File: src/rtl/inst_fetch_pkg.sv
// rtl/inst_fetch_pkg.sv - shared widths, constants and FSM encoding for the fetch stage (option macro: IF_MISALIGN_CHK_EN)
`ifndef CPU_WIDTH
`define CPU_WIDTH 32
`endif
`ifndef IF_BUF_DEPTH
`define IF_BUF_DEPTH 2
`endif
`ifndef INST_NOP
`define INST_NOP 32'h0000_0013
`endif

package inst_fetch_pkg;
  localparam int XLEN             = `CPU_WIDTH;
  localparam int IF_BUF_DEPTH_DEF = `IF_BUF_DEPTH;
  localparam logic [XLEN-1:0] NOP_WORD = `INST_NOP;

  // Fetch FSM encoding
  localparam logic [1:0] ST_BOOT  = 2'd0;
  localparam logic [1:0] ST_RUN   = 2'd1;
  localparam logic [1:0] ST_FLUSH = 2'd2;

  // One buffered instruction: word plus the PC it was fetched from
  typedef struct packed {
    logic [XLEN-1:0] inst;
    logic [XLEN-1:0] pc;
  } fetch_entry_t;
endpackage

File: src/rtl/inst_fetch_buf.sv
// rtl/inst_fetch_buf.sv - synchronous FIFO with push/pop/flush and full/empty/count
module inst_fetch_buf #(
  parameter int DEPTH = 2,
  parameter int W     = 64,
  parameter int CW    = $clog2(DEPTH) + 1
) (
  input  logic          clk,
  input  logic          rst_n,
  input  logic          flush_i,
  input  logic          push_i,
  input  logic [W-1:0]  push_data_i,
  input  logic          pop_i,
  output logic [W-1:0]  head_o,
  output logic          full_o,
  output logic          empty_o,
  output logic [CW-1:0] count_o
);
  localparam int AW = $clog2(DEPTH);

  logic [W-1:0]  mem_q [DEPTH];
  logic [AW-1:0] wr_ptr_q, wr_ptr_d;
  logic [AW-1:0] rd_ptr_q, rd_ptr_d;
  logic [CW-1:0] count_q, count_d;
  logic          do_push, do_pop;

  assign do_push = push_i && !flush_i;
  assign do_pop  = pop_i && !empty_o;

  assign head_o  = mem_q[rd_ptr_q];
  assign empty_o = (count_q == '0);
  assign full_o  = (count_q == CW'(DEPTH));
  assign count_o = count_q;

  // Pointer and occupancy update; flush discards every entry regardless of push/pop
  always_comb begin
    wr_ptr_d = wr_ptr_q;
    rd_ptr_d = rd_ptr_q;
    count_d  = count_q;
    if (flush_i) begin
      wr_ptr_d = '0;
      rd_ptr_d = '0;
      count_d  = '0;
    end else begin
      if (do_push) wr_ptr_d = wr_ptr_q + 1'b1;
      if (do_pop)  rd_ptr_d = rd_ptr_q + 1'b1;
      count_d = count_q + CW'(do_push) - CW'(do_pop);
    end
  end

  // Pointer and count registers
  always_ff @(posedge clk or negedge rst_n) begin
    if (!rst_n) begin
      wr_ptr_q <= '0;
      rd_ptr_q <= '0;
      count_q  <= '0;
    end else begin
      wr_ptr_q <= wr_ptr_d;
      rd_ptr_q <= rd_ptr_d;
      count_q  <= count_d;
    end
  end

  // Storage array; contents are meaningless while empty so it carries no reset
  always_ff @(posedge clk) begin
    if (do_push) mem_q[wr_ptr_q] <= push_data_i;
  end
endmodule

File: src/rtl/inst_fetch.sv
// rtl/inst_fetch.sv - RV32I fetch stage: PC, imem req/gnt/rvalid, instruction buffer, redirects (option macro: IF_MISALIGN_CHK_EN)
module inst_fetch
  import inst_fetch_pkg::*;
#(
  parameter logic [XLEN-1:0] RESET_PC  = '0,
  parameter int              BUF_DEPTH = IF_BUF_DEPTH_DEF
) (
  input  logic            clk,
  input  logic            rst_n,
  input  logic            redirect_valid,
  input  logic [XLEN-1:0] redirect_pc,
  output logic            imem_req,
  output logic [XLEN-1:0] imem_addr,
  input  logic            imem_gnt,
  input  logic            imem_rvalid,
  input  logic [XLEN-1:0] imem_rdata,
  output logic            inst_valid,
  output logic [XLEN-1:0] inst,
  output logic [XLEN-1:0] inst_pc,
  input  logic            inst_ready
`ifdef IF_MISALIGN_CHK_EN
  ,
  output logic            fetch_misalign
`endif
);
  localparam int CW = $clog2(BUF_DEPTH) + 1;

  logic [1:0]      state_q, state_d;
  logic [XLEN-1:0] pc_q, pc_d;
  logic [CW-1:0]   outst_q, outst_d;
  logic [CW-1:0]   drop_q, drop_d;
  logic            misalign_q, misalign_d;

  logic [XLEN-1:0] tgt_pc;
  logic            tgt_bad;
  logic [CW-1:0]   in_flight;
  logic [CW:0]     credit_used;
  logic            fire, push, pop, rsp_drop;

  logic [2*XLEN-1:0] buf_head;
  fetch_entry_t      head_entry;
  logic              buf_full, buf_empty;
  logic [CW-1:0]     buf_count;

  logic [XLEN-1:0] rsp_pc;
  logic            pcq_full, pcq_empty;
  logic [CW-1:0]   pcq_count;

`ifdef IF_MISALIGN_CHK_EN
  assign tgt_pc         = redirect_pc;
  assign tgt_bad        = (redirect_pc[1:0] != 2'b00);
  assign fetch_misalign = misalign_q;
`else
  assign tgt_pc  = redirect_pc & ~XLEN'(3);
  assign tgt_bad = 1'b0;
`endif

  // Responses still owed by memory after this cycle's rvalid
  assign in_flight = outst_q - CW'(imem_rvalid);
  // A response is stale if older redirects marked it or a redirect arrives with it
  assign rsp_drop  = imem_rvalid && ((drop_q != '0) || redirect_valid);
  assign push      = imem_rvalid && !rsp_drop;
  assign pop       = inst_valid && inst_ready;
  assign fire      = imem_req && imem_gnt;

  // A pop this cycle frees a slot for the request issued now, keeping one inst/cycle
  assign credit_used = {1'b0, buf_count} - (CW+1)'(pop) + {1'b0, outst_q};
  assign imem_req    = (state_q == ST_RUN) && !redirect_valid && !misalign_q &&
                       (credit_used < (CW+1)'(BUF_DEPTH));
  assign imem_addr   = pc_q;

  assign head_entry = fetch_entry_t'(buf_head);
  assign inst_valid = !buf_empty;
  assign inst       = inst_valid ? head_entry.inst : NOP_WORD;
  assign inst_pc    = inst_valid ? head_entry.pc : '0;

  // Next-state: PC, outstanding/drop counters, misalign flag and FSM
  always_comb begin
    state_d    = state_q;
    pc_d       = pc_q;
    outst_d    = outst_q + CW'(fire) - CW'(imem_rvalid);
    drop_d     = drop_q;
    misalign_d = misalign_q;
    if (imem_rvalid && (drop_q != '0)) drop_d = drop_q - 1'b1;
    if (redirect_valid) begin
      // Every response still owed now belongs to the old path, including ones already marked
      pc_d       = tgt_pc;
      drop_d     = in_flight;
      misalign_d = tgt_bad;
    end else if (fire) begin
      pc_d = pc_q + XLEN'(4);
    end
    case (state_q)
      ST_BOOT:  state_d = ST_RUN;
      ST_RUN,
      ST_FLUSH: state_d = (drop_d != '0) ? ST_FLUSH : ST_RUN;
      default:  state_d = ST_RUN;
    endcase
  end

  // Fetch control registers
  always_ff @(posedge clk or negedge rst_n) begin
    if (!rst_n) begin
      state_q    <= ST_BOOT;
      pc_q       <= RESET_PC;
      outst_q    <= '0;
      drop_q     <= '0;
      misalign_q <= 1'b0;
    end else begin
      state_q    <= state_d;
      pc_q       <= pc_d;
      outst_q    <= outst_d;
      drop_q     <= drop_d;
      misalign_q <= misalign_d;
    end
  end

  inst_fetch_buf #(
    .DEPTH (BUF_DEPTH),
    .W     (2*XLEN),
    .CW    (CW)
  ) u_inst_buf (
    .clk         (clk),
    .rst_n       (rst_n),
    .flush_i     (redirect_valid),
    .push_i      (push),
    .push_data_i ({imem_rdata, rsp_pc}),
    .pop_i       (pop),
    .head_o      (buf_head),
    .full_o      (buf_full),
    .empty_o     (buf_empty),
    .count_o     (buf_count)
  );

  // PC shadow of granted requests; every response (kept or dropped) retires one entry
  inst_fetch_buf #(
    .DEPTH (BUF_DEPTH),
    .W     (XLEN),
    .CW    (CW)
  ) u_pc_q (
    .clk         (clk),
    .rst_n       (rst_n),
    .flush_i     (1'b0),
    .push_i      (fire),
    .push_data_i (pc_q),
    .pop_i       (imem_rvalid),
    .head_o      (rsp_pc),
    .full_o      (pcq_full),
    .empty_o     (pcq_empty),
    .count_o     (pcq_count)
  );

  a_no_push_full: assert property (@(posedge clk) disable iff (!rst_n) !(push && buf_full));
  a_pc_shadow:    assert property (@(posedge clk) disable iff (!rst_n) pcq_count == outst_q);
  a_rsp_known:    assert property (@(posedge clk) disable iff (!rst_n) !(imem_rvalid && pcq_empty));
  a_req_room:     assert property (@(posedge clk) disable iff (!rst_n) !(fire && pcq_full));
endmodule

File: config.mk
export PLATFORM = sky130hd
export DESIGN_NAME = inst_fetch
export DESIGN_NICKNAME = d
export VERILOG_FILES = /design/src/rtl/inst_fetch_pkg.sv /design/src/rtl/inst_fetch_buf.sv /design/src/rtl/inst_fetch.sv
export SDC_FILE = /design/constraint.sdc
export NUM_CORES = 1
export LEC_CHECK = 0
export ABC_AREA = 1
export CAP_MARGIN = 20
export CORE_MARGIN = 3
export CORE_UTILIZATION = 35
export CTS_CLUSTER_DIAMETER = 40
export CTS_CLUSTER_SIZE = 8
export DETAILED_ROUTE_END_ITERATION = 10
export HOLD_SLACK_MARGIN = 0.06
export PLACE_DENSITY = 0.55
export SLEW_MARGIN = 20
export SYNTH_ARGS = -nofsm -noshare
export SYNTH_HDL_FRONTEND = slang
export SYNTH_SLANG_ARGS = --single-unit
export TNS_END_PERCENT = 50
File: constraint.sdc
create_clock -name clk -period 7.49 [get_ports clk]
set_clock_uncertainty 0.05 [all_clocks]
set_input_delay 1.498 -clock clk [delete_from_list [all_inputs] [get_ports clk]]
set_output_delay 1.498 -clock clk [all_outputs]
set_load 0.02 [all_outputs]
==> out/metrics.cfg <==
[sta]
finalHoldViolCount = 0
layout_min_cycle_time_ns = 5.544
setup_viol_count_final = 0
relSlewSlack = 0.3152
worst_pin_slew_ns = 1.025
post-route-period-util = 0.7402
rsz0062_at_grt = false
max_freq_ghz = 0.1804
maxSlewViolCount = 0
final.setup.tns_ns = 0

[synth]
synthSimpleGateAreaFrac = 0.2155
synth_compound_area_frac = 0.03980
yosys.area.top_type = edfxtp_1
ys_seq_area_frac = 0.6670
synth-xor-area-share = 0.01499
ys_types = 30
synthAdderAreaFrac = 0.01713
synth_top_family_by_area = simple AND/OR/NAND/NOR gates
synthTopCellsByArea = edfxtp_1 56%, nand2_1 14%, dfrtp_1 11%
yosysTopAreaCellShare = 0.5562
yosysWarnings = 0
syn_avg_cell_area_sq_um = 10.50
muxShareOfSynthArea = 0
ys_seq_elements = 228
syn_inst = 946
syn_area_sq_um = 9935

[global_route]
grt_max_degree = 65
antenna_found_initial = 0
grt_use_total = 0.1490
grt_pass1_vias = 6669
grt_first_pass_wirelength_mm = 36.34
overflow = 0

[setup_path]
start_kind = input port
cp_top_family = buffers and inverters
critPathBufInv = 4
crit_path_top_delay_cell = clkdlybuf4s50_1
cp.required_ns = 5.94
worstPathCellList = clkdlybuf4s50_1 -> inv_1 -> nor2_1 -> ha_1 -> inv_1 -> nand2_1 -> fa_1 -> nand3_2 -> nor2_1 -> clkdlybuf4s50_1
cp_max_fo = 4
worstSetupPathType = input port to output port
cp.arrival_ns = 4.00
critPathCaptureType = output port
max_stage_delay_ns = 0.61

[detailed_routing]
first_pass_iters = 4
drt_iter0_markers = 469
vias = 6891
avgRoutedWirePerCell_um = 15.05
ant_nets = 0
drc_errors = 0
vias_per_cell = 4.522
drt-total-wl_mm = 22.93

[clocking]
cts-root-buf = clkbuf_16
clkTransAtPathRegs_ns = 0.04
cts_resized = 0
cts-buffers-inserted = 40
insertion_delay_ns = 0.51
cts_tree = built
cts_max_level = 2
postCtsHoldBufs = 0
cts_setup_buffers = 0
clockBufferDepth = 3
cts_num_sinks = 228

[floorplanning]
die_w_um = 174.5
die_area_sq_um = 30440
boundaryPins = 168
num_rows = 61
core_sq_um = 27860
start_util = 0.3566
chipHeight_um = 174.5

[power]
leakagePower_nw = 5.107
ir_drop_mv = 0.1903
p_total_mw = 4.882
power.density_nw_per_um2 = 370.8

[placement]
port_buffers = 161
place_congestion = 0.7866
dp_hpwl_mm = 14.42

[finish]
layout.nets = 1205
multiInputGateArea_sq_um = 2898
diodes = 0
fillCellCount = 2580
area_growth_pct = 32.54
ff_latch_area_sq_um = 6628
drive_gt1_frac = 0.08726

[worst_hold_path]
hold_class = flip-flop to flip-flop

[status]
status = completed

[job]
maxCapViolations = 0

[worst register-to-register path: cells and delay by family (launching register included)]
family                     cells  cell delay, ns
adders and majority gates      4            1.37
DFF                            1            0.43
and+or+nand+nor                4            0.81
buffers and inverters          3            0.70
xor gates and xnor gates       3            0.57
[sequential cells by signal, indices dropped and copies added, names as in the netlist]
signal,flops
drop_q,2
u_inst_buf.count_o,2
u_inst_buf.wr_ptr_q,1
outst_q,2
state_q,2
u_inst_buf.mem_q,124
u_pc_q.rd_ptr_q,1
imem_addr,30
u_pc_q.count_o,2
u_inst_buf.rd_ptr_q,1
u_pc_q.mem_q,60
u_pc_q.wr_ptr_q,1
[stage by stage]
| stage | area (sq um) | cells | hold slack [ns] | setup WS (ns) | util |
|---|---|---|---|---|---|
| global route | 13170 | 1524 | 0.5058 | 1.776 | 0.4727 |
| global placement | 11920 | 1458 | 0.4660 | 1.924 | 0.4278 |
| CTS | 13170 | 1524 | 0.4802 | 1.904 | 0.4727 |
| floorplan | 9946 | 949 | 0.4302 | 2.228 | - |
| finish | 13170 | 1524 | 0.4781 | 1.946 | 0.4727 |
| detailed placement | 11920 | 1458 | 0.4702 | 1.918 | 0.4278 |
[layer usage]
layer  global-route usage  vias to the layer above  wire [um]
met3              0.03408                       30       1292
li1                     -                     3484          -
met4              0.04122                        0        398
met5                    0                        -          0
met1               0.2106                     3211      10850
met2               0.2319                      166      10400
[synthesized netlist by cell type]
cell type and n:
o21ai_0 3, buf_6 4, nand3_1 71, o21ai_1 1, nand2_1 371, dfrtp_1 44
nor2_2 3, buf_2 10, conb_1 1, or2_2 2, edfxtp_1 184, and2_1 2
clkinv_4 1, nor2_1 45, fa_1 1, inv_2 3, xnor2_1 10, nor2_4 4
inv_1 48, nand3b_4 1, buf_4 6, nand3_2 9, ha_1 12, xor2_1 7
clkbuf_1 20, nand2_2 4, buf_1 1, o21bai_1 10, clkinv_1 8, a21oi_1 60
[cell type report]
type / count / area share
clock inverters: 16 / 0.01283
flip-flops and latches: 228 / 0.5033
well taps: 378 / 0.03592
repair buffers: 172 / 0.1283
multi-input cells: 620 / 0.2201
inverters: 60 / 0.01748
clock buffers: 50 / 0.08210
[path summary, 6_finish.rpt]
path | start | end | slack, ns | depth (start not counted)
hold reg to reg | u_pc_q.mem_q[0][12]$_DFFE_PP_ | u_inst_buf.mem_q[1][12]$_DFFE_PP_ | 0.48 | 2
setup / recovery | inst_ready | imem_req | 1.95 | 10
max in group asynchronous | rst_n | u_inst_buf.rd_ptr_q$_DFFE_PN0P_ | 5.91 | 2
setup reg to reg | u_inst_buf.count_o[1]$_DFF_PN0_ | outst_q[1]$_DFF_PN0_ | 3.48 | 14
min in group asynchronous | rst_n | imem_addr[23]$_DFFE_PN0P_ | 1.05 | 2
hold / removal | u_pc_q.mem_q[0][12]$_DFFE_PP_ | u_inst_buf.mem_q[1][12]$_DFFE_PP_ | 0.48 | 2
[placed cells by master, fill, tap and decap left out, types with 12 or more instances in the layout]
cell             instances
nand3_1                 71
dfrtp_1                 43
ha_1                    12
nand2_1                371
edfxtp_1               184
clkbuf_16               42
clkdlybuf4s50_1        160
a21oi_1                 60
nor2_1                  40
inv_1                   48
[cells by family (layout without fill, tap and decap cells)]
kind of cell | Yosys count | count (layout)
AND/OR/NAND/NOR | 512 | 512
other | 1 | 4
adder cells (fa/ha/maj) | 13 | 13
buffers and inverters | 101 | 298
XOR/XNOR | 17 | 17
AO/OA/AOI/OAI | 74 | 74
flip-flops | 228 | 228
[power by group]
| part | leakage [nW] | switching [mW] | internal [mW] |
|---|---|---|---|
| registers | 2.20 | 0.140 | 1.60 |
| clock network | 0.613 | 0.560 | 1.11 |
| logic | 2.29 | 0.898 | 0.568 |
Power figures use the tool's default switching activity.
